--- config.mk ---
export PLATFORM = sky130hd
export DESIGN_NAME = date_diff_ctrl_flat
export DESIGN_NICKNAME = d
export VERILOG_FILES = /design/src/rtl/date_diff_if.sv /design/src/rtl/date_diff_ctrl.sv /design/src/flat_wrapper.sv
export SDC_FILE = /design/constraint.sdc
export NUM_CORES = 1
export LEC_CHECK = 0
export CAP_MARGIN = 30
export CELL_PAD_IN_SITES_DETAIL_PLACEMENT = 0
export CELL_PAD_IN_SITES_GLOBAL_PLACEMENT = 1
export CORE_ASPECT_RATIO = 1.4
export CORE_MARGIN = 2
export CORE_UTILIZATION = 44
export CTS_CLUSTER_SIZE = 8
export DETAILED_ROUTE_END_ITERATION = 16
export PLACE_DENSITY = 0.87
export SYNTH_ARGS = -nofsm -noshare
export SYNTH_HDL_FRONTEND = slang
export SYNTH_SLANG_ARGS = --single-unit
--- constraint.sdc ---
create_clock -name clk -period 17.65 [get_ports clk]
set_input_delay 3.53 -clock clk [delete_from_list [all_inputs] [get_ports clk]]
set_output_delay 3.53 -clock clk [all_outputs]
set_load 0.03 [all_outputs]
--- src/rtl/date_diff_if.sv ---
// Request/response bundle between the calendar command front end and
// date_diff_ctrl.
//   in_valid/in_ready   : request handshake carrying date_a/date_b
//   date_a/date_b       : packed dates, year [22:9], month [8:5], day [4:0]
//   out_valid/out_ready : response handshake
//   diff                : signed days(B) - days(A), two's complement
//   dow_a               : day-of-week of A, 0=Sun .. 6=Sat
//   err/err_sel         : invalid input flag, 0 = date_a failed, 1 = only date_b
interface date_diff_if;
  localparam int unsigned DATE_W = 23;
  localparam int unsigned DIFF_W = 23;

  logic              in_valid;
  logic              in_ready;
  logic [DATE_W-1:0] date_a;
  logic [DATE_W-1:0] date_b;
  logic              out_valid;
  logic              out_ready;
  logic [DIFF_W-1:0] diff;
  logic [2:0]        dow_a;
  logic              err;
  logic              err_sel;

  modport master (
    output in_valid, date_a, date_b, out_ready,
    input  in_ready, out_valid, diff, dow_a, err, err_sel
  );

  modport slave (
    input  in_valid, date_a, date_b, out_ready,
    output in_ready, out_valid, diff, dow_a, err, err_sel
  );
endinterface

--- src/rtl/date_diff_ctrl.sv ---
// Date difference controller: validates a pair of packed dates, converts A
// then B to absolute day counts through one shared days_sum converter, and
// returns days(B) - days(A) plus the day-of-week of A from a serial mod-7
// divider.
//   clk     : system clock, rising edge
//   rst     : asynchronous active-high reset
//   bus     : date_diff_if slave (request in, result out)
module date_diff_ctrl #(
  parameter int unsigned MAX_YEAR = 9999,
  parameter int unsigned DAYS_W   = 22
) (
  input  logic        clk,
  input  logic        rst,
  date_diff_if.slave  bus
);

  localparam int unsigned DATE_W = 23;
  localparam int unsigned DIFF_W = DAYS_W + 1;
  localparam int unsigned CNT_W  = $clog2(DAYS_W);

  typedef enum logic [2:0] {
    IDLE, CHECK, CONV_A, CONV_B, DIV, DONE
  } state_e;

  // Gregorian leap year rule.
  function automatic logic is_leap_year(input logic [13:0] y);
    return (y % 14'd4 == 14'd0) &&
           ((y % 14'd100 != 14'd0) || (y % 14'd400 == 14'd0));
  endfunction

  // Length of month m of year y; 0 for an out-of-range month.
  function automatic logic [4:0] month_len(input logic [13:0] y, input logic [3:0] m);
    case (m)
      4'd1, 4'd3, 4'd5, 4'd7, 4'd8, 4'd10, 4'd12: return 5'd31;
      4'd4, 4'd6, 4'd9, 4'd11:                    return 5'd30;
      4'd2:    return is_leap_year(y) ? 5'd29 : 5'd28;
      default: return 5'd0;
    endcase
  endfunction

  // Days in the year preceding the first of month m (non-leap year).
  function automatic logic [8:0] month_to_days(input logic [3:0] m);
    case (m)
      4'd2:    return 9'd31;
      4'd3:    return 9'd59;
      4'd4:    return 9'd90;
      4'd5:    return 9'd120;
      4'd6:    return 9'd151;
      4'd7:    return 9'd181;
      4'd8:    return 9'd212;
      4'd9:    return 9'd243;
      4'd10:   return 9'd273;
      4'd11:   return 9'd304;
      4'd12:   return 9'd334;
      default: return 9'd0;
    endcase
  endfunction

  // Absolute day number with 0001-01-01 = 1 (a Monday).
  function automatic logic [DAYS_W-1:0] days_sum(input logic [13:0] y,
                                                 input logic [3:0]  m,
                                                 input logic [4:0]  d);
    logic [DAYS_W-1:0] yp;
    logic [DAYS_W-1:0] acc;
    yp  = DAYS_W'(y) - DAYS_W'(1);
    acc = yp * DAYS_W'(365) + yp / DAYS_W'(4) - yp / DAYS_W'(100) + yp / DAYS_W'(400);
    acc = acc + DAYS_W'(month_to_days(m));
    if (is_leap_year(y) && (m > 4'd2)) acc = acc + DAYS_W'(1);
    acc = acc + DAYS_W'(d);
    return acc;
  endfunction

  function automatic logic date_ok(input logic [DATE_W-1:0] dt);
    logic [13:0] y;
    logic [3:0]  m;
    logic [4:0]  d;
    y = dt[22:9];
    m = dt[8:5];
    d = dt[4:0];
    return (y != 14'd0) && (32'(y) <= MAX_YEAR) &&
           (m != 4'd0) && (m <= 4'd12) &&
           (d != 5'd0) && (d <= month_len(y, m));
  endfunction

  state_e              state_q, state_d;
  logic [DATE_W-1:0]   date_a_q, date_a_d;
  logic [DATE_W-1:0]   date_b_q, date_b_d;
  logic [DAYS_W-1:0]   days_a_q, days_a_d;
  logic [DAYS_W-1:0]   dividend_q, dividend_d;
  logic [2:0]          rem_q, rem_d;
  logic [CNT_W-1:0]    cnt_q, cnt_d;
  logic [DIFF_W-1:0]   diff_q, diff_d;
  logic [2:0]          dow_q, dow_d;
  logic                err_q, err_d;
  logic                err_sel_q, err_sel_d;
  logic                in_ready_q, in_ready_d;
  logic                out_valid_q, out_valid_d;

  // Shared converter: select is B only in CONV_B, A otherwise.
  logic                sel_b_c;
  logic [DATE_W-1:0]   conv_in_c;
  logic [DAYS_W-1:0]   conv_days_c;
  assign sel_b_c     = (state_q == CONV_B);
  assign conv_in_c   = sel_b_c ? date_b_q : date_a_q;
  assign conv_days_c = days_sum(conv_in_c[22:9], conv_in_c[8:5], conv_in_c[4:0]);

  // One restoring step of the mod-7 divider.
  logic [3:0] rem_sh_c;
  logic [2:0] rem_nxt_c;
  assign rem_sh_c  = {rem_q, dividend_q[DAYS_W-1]};
  assign rem_nxt_c = (rem_sh_c >= 4'd7) ? 3'(rem_sh_c - 4'd7) : rem_sh_c[2:0];

  // Next-state and datapath control.
  always_comb begin
    state_d    = state_q;
    date_a_d   = date_a_q;
    date_b_d   = date_b_q;
    days_a_d   = days_a_q;
    dividend_d = dividend_q;
    rem_d      = rem_q;
    cnt_d      = cnt_q;
    diff_d     = diff_q;
    dow_d      = dow_q;
    err_d      = err_q;
    err_sel_d  = err_sel_q;

    case (state_q)
      IDLE: begin
        if (bus.in_valid && in_ready_q) begin
          date_a_d = bus.date_a;
          date_b_d = bus.date_b;
          state_d  = CHECK;
        end
      end
      CHECK: begin
        err_d     = 1'b0;
        err_sel_d = 1'b0;
        if (!date_ok(date_a_q)) begin
          err_d   = 1'b1;
          diff_d  = '0;
          dow_d   = '0;
          state_d = DONE;
        end else if (!date_ok(date_b_q)) begin
          err_d     = 1'b1;
          err_sel_d = 1'b1;
          diff_d    = '0;
          dow_d     = '0;
          state_d   = DONE;
        end else begin
          state_d = CONV_A;
        end
      end
      CONV_A: begin
        days_a_d = conv_days_c;
        state_d  = CONV_B;
      end
      CONV_B: begin
        diff_d     = {1'b0, conv_days_c} - {1'b0, days_a_q};
        rem_d      = '0;
        dividend_d = days_a_q;
        cnt_d      = CNT_W'(DAYS_W - 1);
        state_d    = DIV;
      end
      DIV: begin
        rem_d      = rem_nxt_c;
        dividend_d = dividend_q << 1;
        cnt_d      = cnt_q - CNT_W'(1);
        if (cnt_q == '0) begin
          dow_d   = rem_nxt_c;
          state_d = DONE;
        end
      end
      DONE: begin
        if (bus.out_ready) state_d = IDLE;
      end
      default: state_d = IDLE;
    endcase

    in_ready_d  = (state_d == IDLE);
    out_valid_d = (state_d == DONE);
  end

  always_ff @(posedge clk or posedge rst) begin
    if (rst) begin
      state_q     <= IDLE;
      date_a_q    <= '0;
      date_b_q    <= '0;
      days_a_q    <= '0;
      dividend_q  <= '0;
      rem_q       <= '0;
      cnt_q       <= '0;
      diff_q      <= '0;
      dow_q       <= '0;
      err_q       <= 1'b0;
      err_sel_q   <= 1'b0;
      in_ready_q  <= 1'b1;
      out_valid_q <= 1'b0;
    end else begin
      state_q     <= state_d;
      date_a_q    <= date_a_d;
      date_b_q    <= date_b_d;
      days_a_q    <= days_a_d;
      dividend_q  <= dividend_d;
      rem_q       <= rem_d;
      cnt_q       <= cnt_d;
      diff_q      <= diff_d;
      dow_q       <= dow_d;
      err_q       <= err_d;
      err_sel_q   <= err_sel_d;
      in_ready_q  <= in_ready_d;
      out_valid_q <= out_valid_d;
    end
  end

  assign bus.in_ready  = in_ready_q;
  assign bus.out_valid = out_valid_q;
  assign bus.diff      = diff_q;
  assign bus.dow_a     = dow_q;
  assign bus.err       = err_q;
  assign bus.err_sel   = err_sel_q;

endmodule
--- src/flat_wrapper.sv ---
// flat-port wrapper written by rule: the top's interface ports become plain ports
module date_diff_ctrl_flat 
#(
  parameter int unsigned MAX_YEAR = 9999,
  parameter int unsigned DAYS_W   = 22
)
  (clk, rst, bus_in_valid, bus_date_a, bus_date_b, bus_out_ready, bus_in_ready, bus_out_valid, bus_diff, bus_dow_a, bus_err, bus_err_sel);
  date_diff_if bus_i ();
  input  logic clk;
  input  logic rst;
  input wire logic [$bits(bus_i.in_valid)-1:0] bus_in_valid;
  input wire logic [$bits(bus_i.date_a)-1:0] bus_date_a;
  input wire logic [$bits(bus_i.date_b)-1:0] bus_date_b;
  input wire logic [$bits(bus_i.out_ready)-1:0] bus_out_ready;
  output wire logic [$bits(bus_i.in_ready)-1:0] bus_in_ready;
  output wire logic [$bits(bus_i.out_valid)-1:0] bus_out_valid;
  output wire logic [$bits(bus_i.diff)-1:0] bus_diff;
  output wire logic [$bits(bus_i.dow_a)-1:0] bus_dow_a;
  output wire logic [$bits(bus_i.err)-1:0] bus_err;
  output wire logic [$bits(bus_i.err_sel)-1:0] bus_err_sel;
  assign bus_i.in_valid = bus_in_valid;
  assign bus_i.date_a = bus_date_a;
  assign bus_i.date_b = bus_date_b;
  assign bus_i.out_ready = bus_out_ready;
  assign bus_in_ready = bus_i.in_ready;
  assign bus_out_valid = bus_i.out_valid;
  assign bus_diff = bus_i.diff;
  assign bus_dow_a = bus_i.dow_a;
  assign bus_err = bus_i.err;
  assign bus_err_sel = bus_i.err_sel;
  date_diff_ctrl #(.MAX_YEAR(MAX_YEAR), .DAYS_W(DAYS_W)) u_core (.clk(clk), .rst(rst), .bus(bus_i));
endmodule
======== Yosys cells after proc, flatten, opt, wreduce, memory -nomap -nowiden ========
Memories as Yosys holds them, arrays and structs flattened.
Cells that the tools add are included.
cells by class
  $add $sub $neg .......................... 10
  $mul .................................... 1
  divide/modulo/power cells ............... 8
  order comparisons ....................... 8
  equality and inequality tests ........... 32
  muxes and demuxes ....................... 29
  reductions and logical operators ........ 46
operators with widths
  operator                                                count
  zero test 14 bit                                        6
  nonzero test 14 bit                                     5
  2-to-1 mux 23 bit                                       3
  one-hot mux 23 bit (2 select lines)                     1
  one-hot mux 22 bit (2 select lines)                     1
  remainder unit 14 x 7 -> 14 bit, second input constant  3
  remainder unit 14 x 9 -> 14 bit, second input constant  3
  equality test 4 bit, second input constant              10
  equality test 4 x 3 -> 1 bit, second input constant     8
  one-hot mux 5 bit (3 select lines)                      2
  less-or-equal comparator 14 bit, second input constant  2
  2-to-1 mux 3 bit                                        9
  subtractor 22 x 22 -> 23 bit                            1
  adder 22 x 1 -> 22 bit, second input constant           1
  adder 22 x 20 -> 22 bit                                 1
  adder 22 bit                                            1
  adder 22 x 5 -> 22 bit                                  1
  adder 22 x 9 -> 22 bit                                  1
  divider 22 x 7 -> 22 bit, second input constant         1
  divider 22 x 9 -> 22 bit, second input constant         1
  multiplier 22 x 9 -> 22 bit, second input constant      1
  2-to-1 mux 22 bit                                       1
  subtractor 22 bit                                       1
  one-hot mux 3 bit (6 select lines)                      1
  other kinds (29)                                        69
word-level totals
  bits in registers ....................... 131
  memory bits (read-only) ................. 144
  input port bits ......................... 50
  output and inout bits ................... 30
  word-level logic and storage cells ...... 148
  memories kept ........................... 1
memories
  name              words  width  rd ports  clocked after memory_dff  wr ports  RTL line              RTL
  (name not given)  16     9      1         0                         0         date_diff_ctrl.sv:43  case (m)

======== Depth between registers and ports, before layout ========
  depth after elaboration ................. 17
  mapped depth ............................ 92

======== Worst setup path before layout ========
No wires, ideal clock.
  path kind ............................... register -> register
  start ................................... reg u_core.state_q[2]
  end ..................................... reg u_core.diff_q[21] (netlist: u_core.bus.diff[21])
  library setup time ...................... 0.133 ns
  data arrival time ....................... 17.198 ns
  data required time ...................... 17.517 ns
  setup slack ............................. 0.319 ns
  stages on the path, launching flop included .. 86
  buffers on the path ..................... 10
  clock period less this slack ............ 17.331 ns
  cells stage by stage .................... dfrtp_1 and3b_1 buf_6 buf_2 buf_4 clkbuf_1 buf_1 clkbuf_1 nand2_1 nand2_1 inv_1 ha_1 or3b_1 or4_1 and2_1 xnor2_2 ha_1 nand2_1 [50 not listed] nand2b_1 and2_1 o21ai_0 nand2b_1 a21o_1 a21o_1 a21o_1 a21o_1 a21o_1 a21o_1 a21o_1 a21o_1 a21o_1 a21o_1 a21o_1 a21oi_1 xor2_1 o21ai_0
between the ends
  word-level cells in the longest chain between the ends .. 13
  elaborated cells on any way between the ends .. 29
  classes of those cells .................. 8 x add/sub; 1 x mul; 4 x div; 1 x order compare; 3 x eq/ne; 3 x mux; 8 x reduce/logical; 1 x memory
ends and longest elaborated chain
  element                                                           RTL line               RTL
  from (decl)                                                       date_diff_ctrl.sv:85   state_e state_q, state_d;
  from (signal assigned)                                            date_diff_ctrl.sv:199  state_q <= state_d;
  equality test 3 x 2 -> 1 bit (*)                                  date_diff_ctrl.sv:103  assign sel_b_c = (state_q == CONV_B);
  2-to-1 mux 23 bit (*)                                             date_diff_ctrl.sv:104  assign conv_in_c = sel_b_c ? date_b_q : date_a_q;
  branches (longest 8 deep; another with divider 22 x 7 -> 22 bit)  n/a
  adder 22 x 5 -> 22 bit (*)                                        date_diff_ctrl.sv:69   acc = acc + DAYS_W'(d);
  via u_core.conv_days_c[6]                                         date_diff_ctrl.sv:102  logic [DAYS_W-1:0] conv_days_c;
  subtractor 22 x 22 -> 23 bit (*)                                  date_diff_ctrl.sv:158  diff_d = {1'b0, conv_days_c} - {1'b0, days_a_q};
  one-hot mux 23 bit (2 select lines) (*)                           date_diff_ctrl.sv:127  case (state_q)
  to (signal assigned)                                              date_diff_ctrl.sv:206  diff_q <= diff_d;
  to (decl)                                                         date_diff_ctrl.sv:92   logic [DIFF_W-1:0] diff_q, diff_d;
Mark *: on every way through the listed nets, which the timed path passes.
A chain may end at the register's enable or synchronous reset.

======== Final worst setup path ========
  start ................................... reg u_core.state_q[2]
  end ..................................... reg u_core.diff_q[22] (netlist: u_core.bus.diff[22])
The elaborated chain is that of the path after synthesis.

==> flow_summary.toml <==
[drt]
num_vias = 17930
first_pass_iters = 8
drt.antenna.violating_nets = 0
viasPerCell = 5.954
route.detailed.drc = 0
totalWireLength_um = 58240
drtIter0Drc = 1109
post_drt_wl_per_cell_um = 19.34

[global_route]
track_usage_pct = 25.12
grt_max_degree = 75
grt_pass1_wl_um = 93040
grt_pass1_vias = 17770
grt_remaining_overflow = 0
antenna_found_initial = 0

[layout]
n_antenna_cell = 0
area_delta_synth_final_pct = 16.08
final_common_cell = "nand2_1"
n_fill_cell = 4096
layout.nets = 2742
utilization_pct = 51.75
final_cell_mix = "nand2_1 (249), inv_1 (226), nor2_1 (161)"
drive_gt1_share_pct = 15.94
layout.cells.non_filler = 3011

[critical_path]
slowest_stage = "or4_4"
crit_arrival_ns = 17.26
critical_path_required_ns = 18.00
crit_top_cell = "a21o_1"
slowest_delay_ns = 0.56
critPathKind = "reg2reg"
worstSetupStartpoint = "u_core.state_q[2]"
path_max_fanout = 10
cp-start-kind = "flop"
crit_path_end_kind = "flop"
reg2reg_from = "u_core.state_q[2]"

[sta]
relSlewSlack_pct = 28.19
fin_skew_ns = 0.01439
finalCriticalPeriod_ns = 16.91
hold_viol = 0
fmax_mhz = 59.14
setup_viol = 0
tightest_slew_ns = 1.047
fin_crit_sh_pct = 95.80
slew_violations = 0

[min_path]
hold_start = "u_core.bus.dow_a[2]"
hp-class = "reg2reg"

[yosys]
netlist_area_sq_mm = 0.01923
synthDistinctLibCells = 126
synth_edf_count = 0
yosysTopAreaCell = "dfrtp_1"
synth-seq-cells = 131
synthFlopType = "dfrtp_1"
synthCells = 2337
synthTopCellsByArea = "dfrtp_1 (17%), fa_1 (11%), ha_1 (9.2%)"
synth_top_area_share_pct = 16.92
synth.avg_cell_area_sq_um = 8.227
synth_seq_area_share_pct = 17.06
async_flop_share_pct = 100.0
synth_warnings = 0

[floorplan]
die_y_um = 251.3
num_rows = 90
coreArea_sq_mm = 0.04313
die_area_sq_mm = 0.04541
die-width_um = 180.7
initial_utilization_pct = 44.58
ios = 80

[clock_network]
cts_buffer_depth = 2
numCtsBuffers = 17
root_buffer = "clkbuf_16"
insertion_delay_ns = 0.44
clk_pin_slew_worst_paths_ns = 0.07
cts_tree = "yes"
cts.sinks = 131
cts_max_level = 4
postCtsHoldBufs = 0

[place]
port_buffers = 79
gp_congestion = 0.9488
dp.cells = 2957
dpl.hpwl_um = 46460

[job]
drv_cap = 0

[status]
status = "completed"
[synth_stat cells, drive strengths merged (7+ instances only)]
library cell	number
buf	18
maj3	8
o21a	13
a2111oi	7
xnor2	109
a31oi	23
nand2b	24
a21boi	10
nand3b	12
nor2	167
mux2	75
o21ai	121
and2	32
or4	9
o31a	15
inv	237
nor2b	19
nor3	58
ha	141
or3	19
dfrtp	130
mux2i	49
a21oi	122
a22oi	30
clkbuf	61
a211o	10
a21o	51
nor3b	9
or2	24
nand3	61
a211oi	22
nand4	17
and3	14
nor4	21
o31ai	33
a32oi	7
a22o	9
fa	105
nand2	256
o21bai	24
xor2	34
o22ai	13
o211ai	21
[cell families after synthesis]
kind of cell	after synthesis	synth area share, %
XOR/XNOR	143	6.787
AND/OR/NAND/NOR	755	19.20
other	2	0.03906
adder cells (fa/ha/maj)	254	20.54
buffers and inverters	316	6.468
flip-flops	131	17.06
multiplexers	124	7.230
AO/OA/AOI/OAI	612	22.69
[cell type report]
| type | count | area, sq um | share of cell area [%] |
|---|---|---|---|
| Tap cell | 552 | 690.7 | 3.095 |
| Multi-Input combinational cell | 1896 | 15410 | 69.05 |
| Sequential cell | 131 | 3282 | 14.70 |
| Timing Repair Buffer | 163 | 1473 | 6.598 |
| Inverter | 237 | 894.6 | 4.008 |
| Clock buffer | 17 | 425.4 | 1.906 |
| Clock inverter | 15 | 142.6 | 0.6391 |
[final timing paths]
path / endpoint / slack, ns / cells after the start
max: u_core.bus.diff[22] / 0.74 / 77
min: u_core.bus.dow_a[2] / 0.48 / 1
max reg2reg: u_core.bus.diff[22] / 0.74 / 77
min reg2reg: u_core.bus.dow_a[2] / 0.48 / 1
max in group asynchronous: u_core.bus.diff[19] / 13.06 / 4
min in group asynchronous: u_core.date_a_q[13] / 3.52 / 2
[worst max-delay path: cells and delay by family, from the launching register on]
family                     cells  cell delay (ns)
AOI/OAI and AO/OA             36             6.81
DFF                            1             0.46
muxes                          2             0.66
adders and majority gates     10             3.27
buffers and inverters          9             1.09
and+or+nand+nor               17             3.81
xor gates and xnor gates       3             0.63
[metal layers]
layer / part of all wire [%] / GRT usage, % / vias up
met2: 52 / 46.97 / 512
met1: 40 / 29.34 / 8743
met4: 4.2 / 9.862 / 0
met3: 3.5 / 2.245 / 160
met5: 0 / 0 / -
li1: - / - / 8512
[sequential cells by signal, summed over array words and instances, names as in the netlist]
register              flops
u_core.bus.diff          23
u_core.bus.dow_a          3
u_core.bus.err            1
u_core.bus.err_sel        1
u_core.bus.in_ready       1
u_core.bus.out_valid      1
u_core.cnt_q              5
u_core.date_a_q          23
u_core.date_b_q          23
u_core.days_a_q          22
u_core.dividend_q        22
u_core.rem_q              3
u_core.state_q            3
[per-stage QoR]
step | cell area, sq um | setup WS [ns] | TNS, ns | hold WS [ns]
after CTS | 21480 | 0.05766 | 0 | 0.4782
after floorplan | 19240 | 0.3188 | 0 | 0.4467
final | 22320 | 0.7411 | 0 | 0.4763
after global placement | 20850 | 0.1456 | 0 | 0.4614
after global routing | 22320 | -0.1306 | -0.2524 | 0.4862
after detailed placement | 20900 | -0.1499 | -0.1879 | 0.4649
[repair_timing]
action | CTS | global route
resized for setup | 4 | 130
hold endpoints to repair | 0 | 0
cloned | 0 | 2
pin swaps | 0 | 35
endpoints found under the setup margin | 3 | 10
setup buffers | 0 | 20
Power is not shown: default switching activity piles up to over one toggle a cycle in this logic, so the estimate is an artifact.
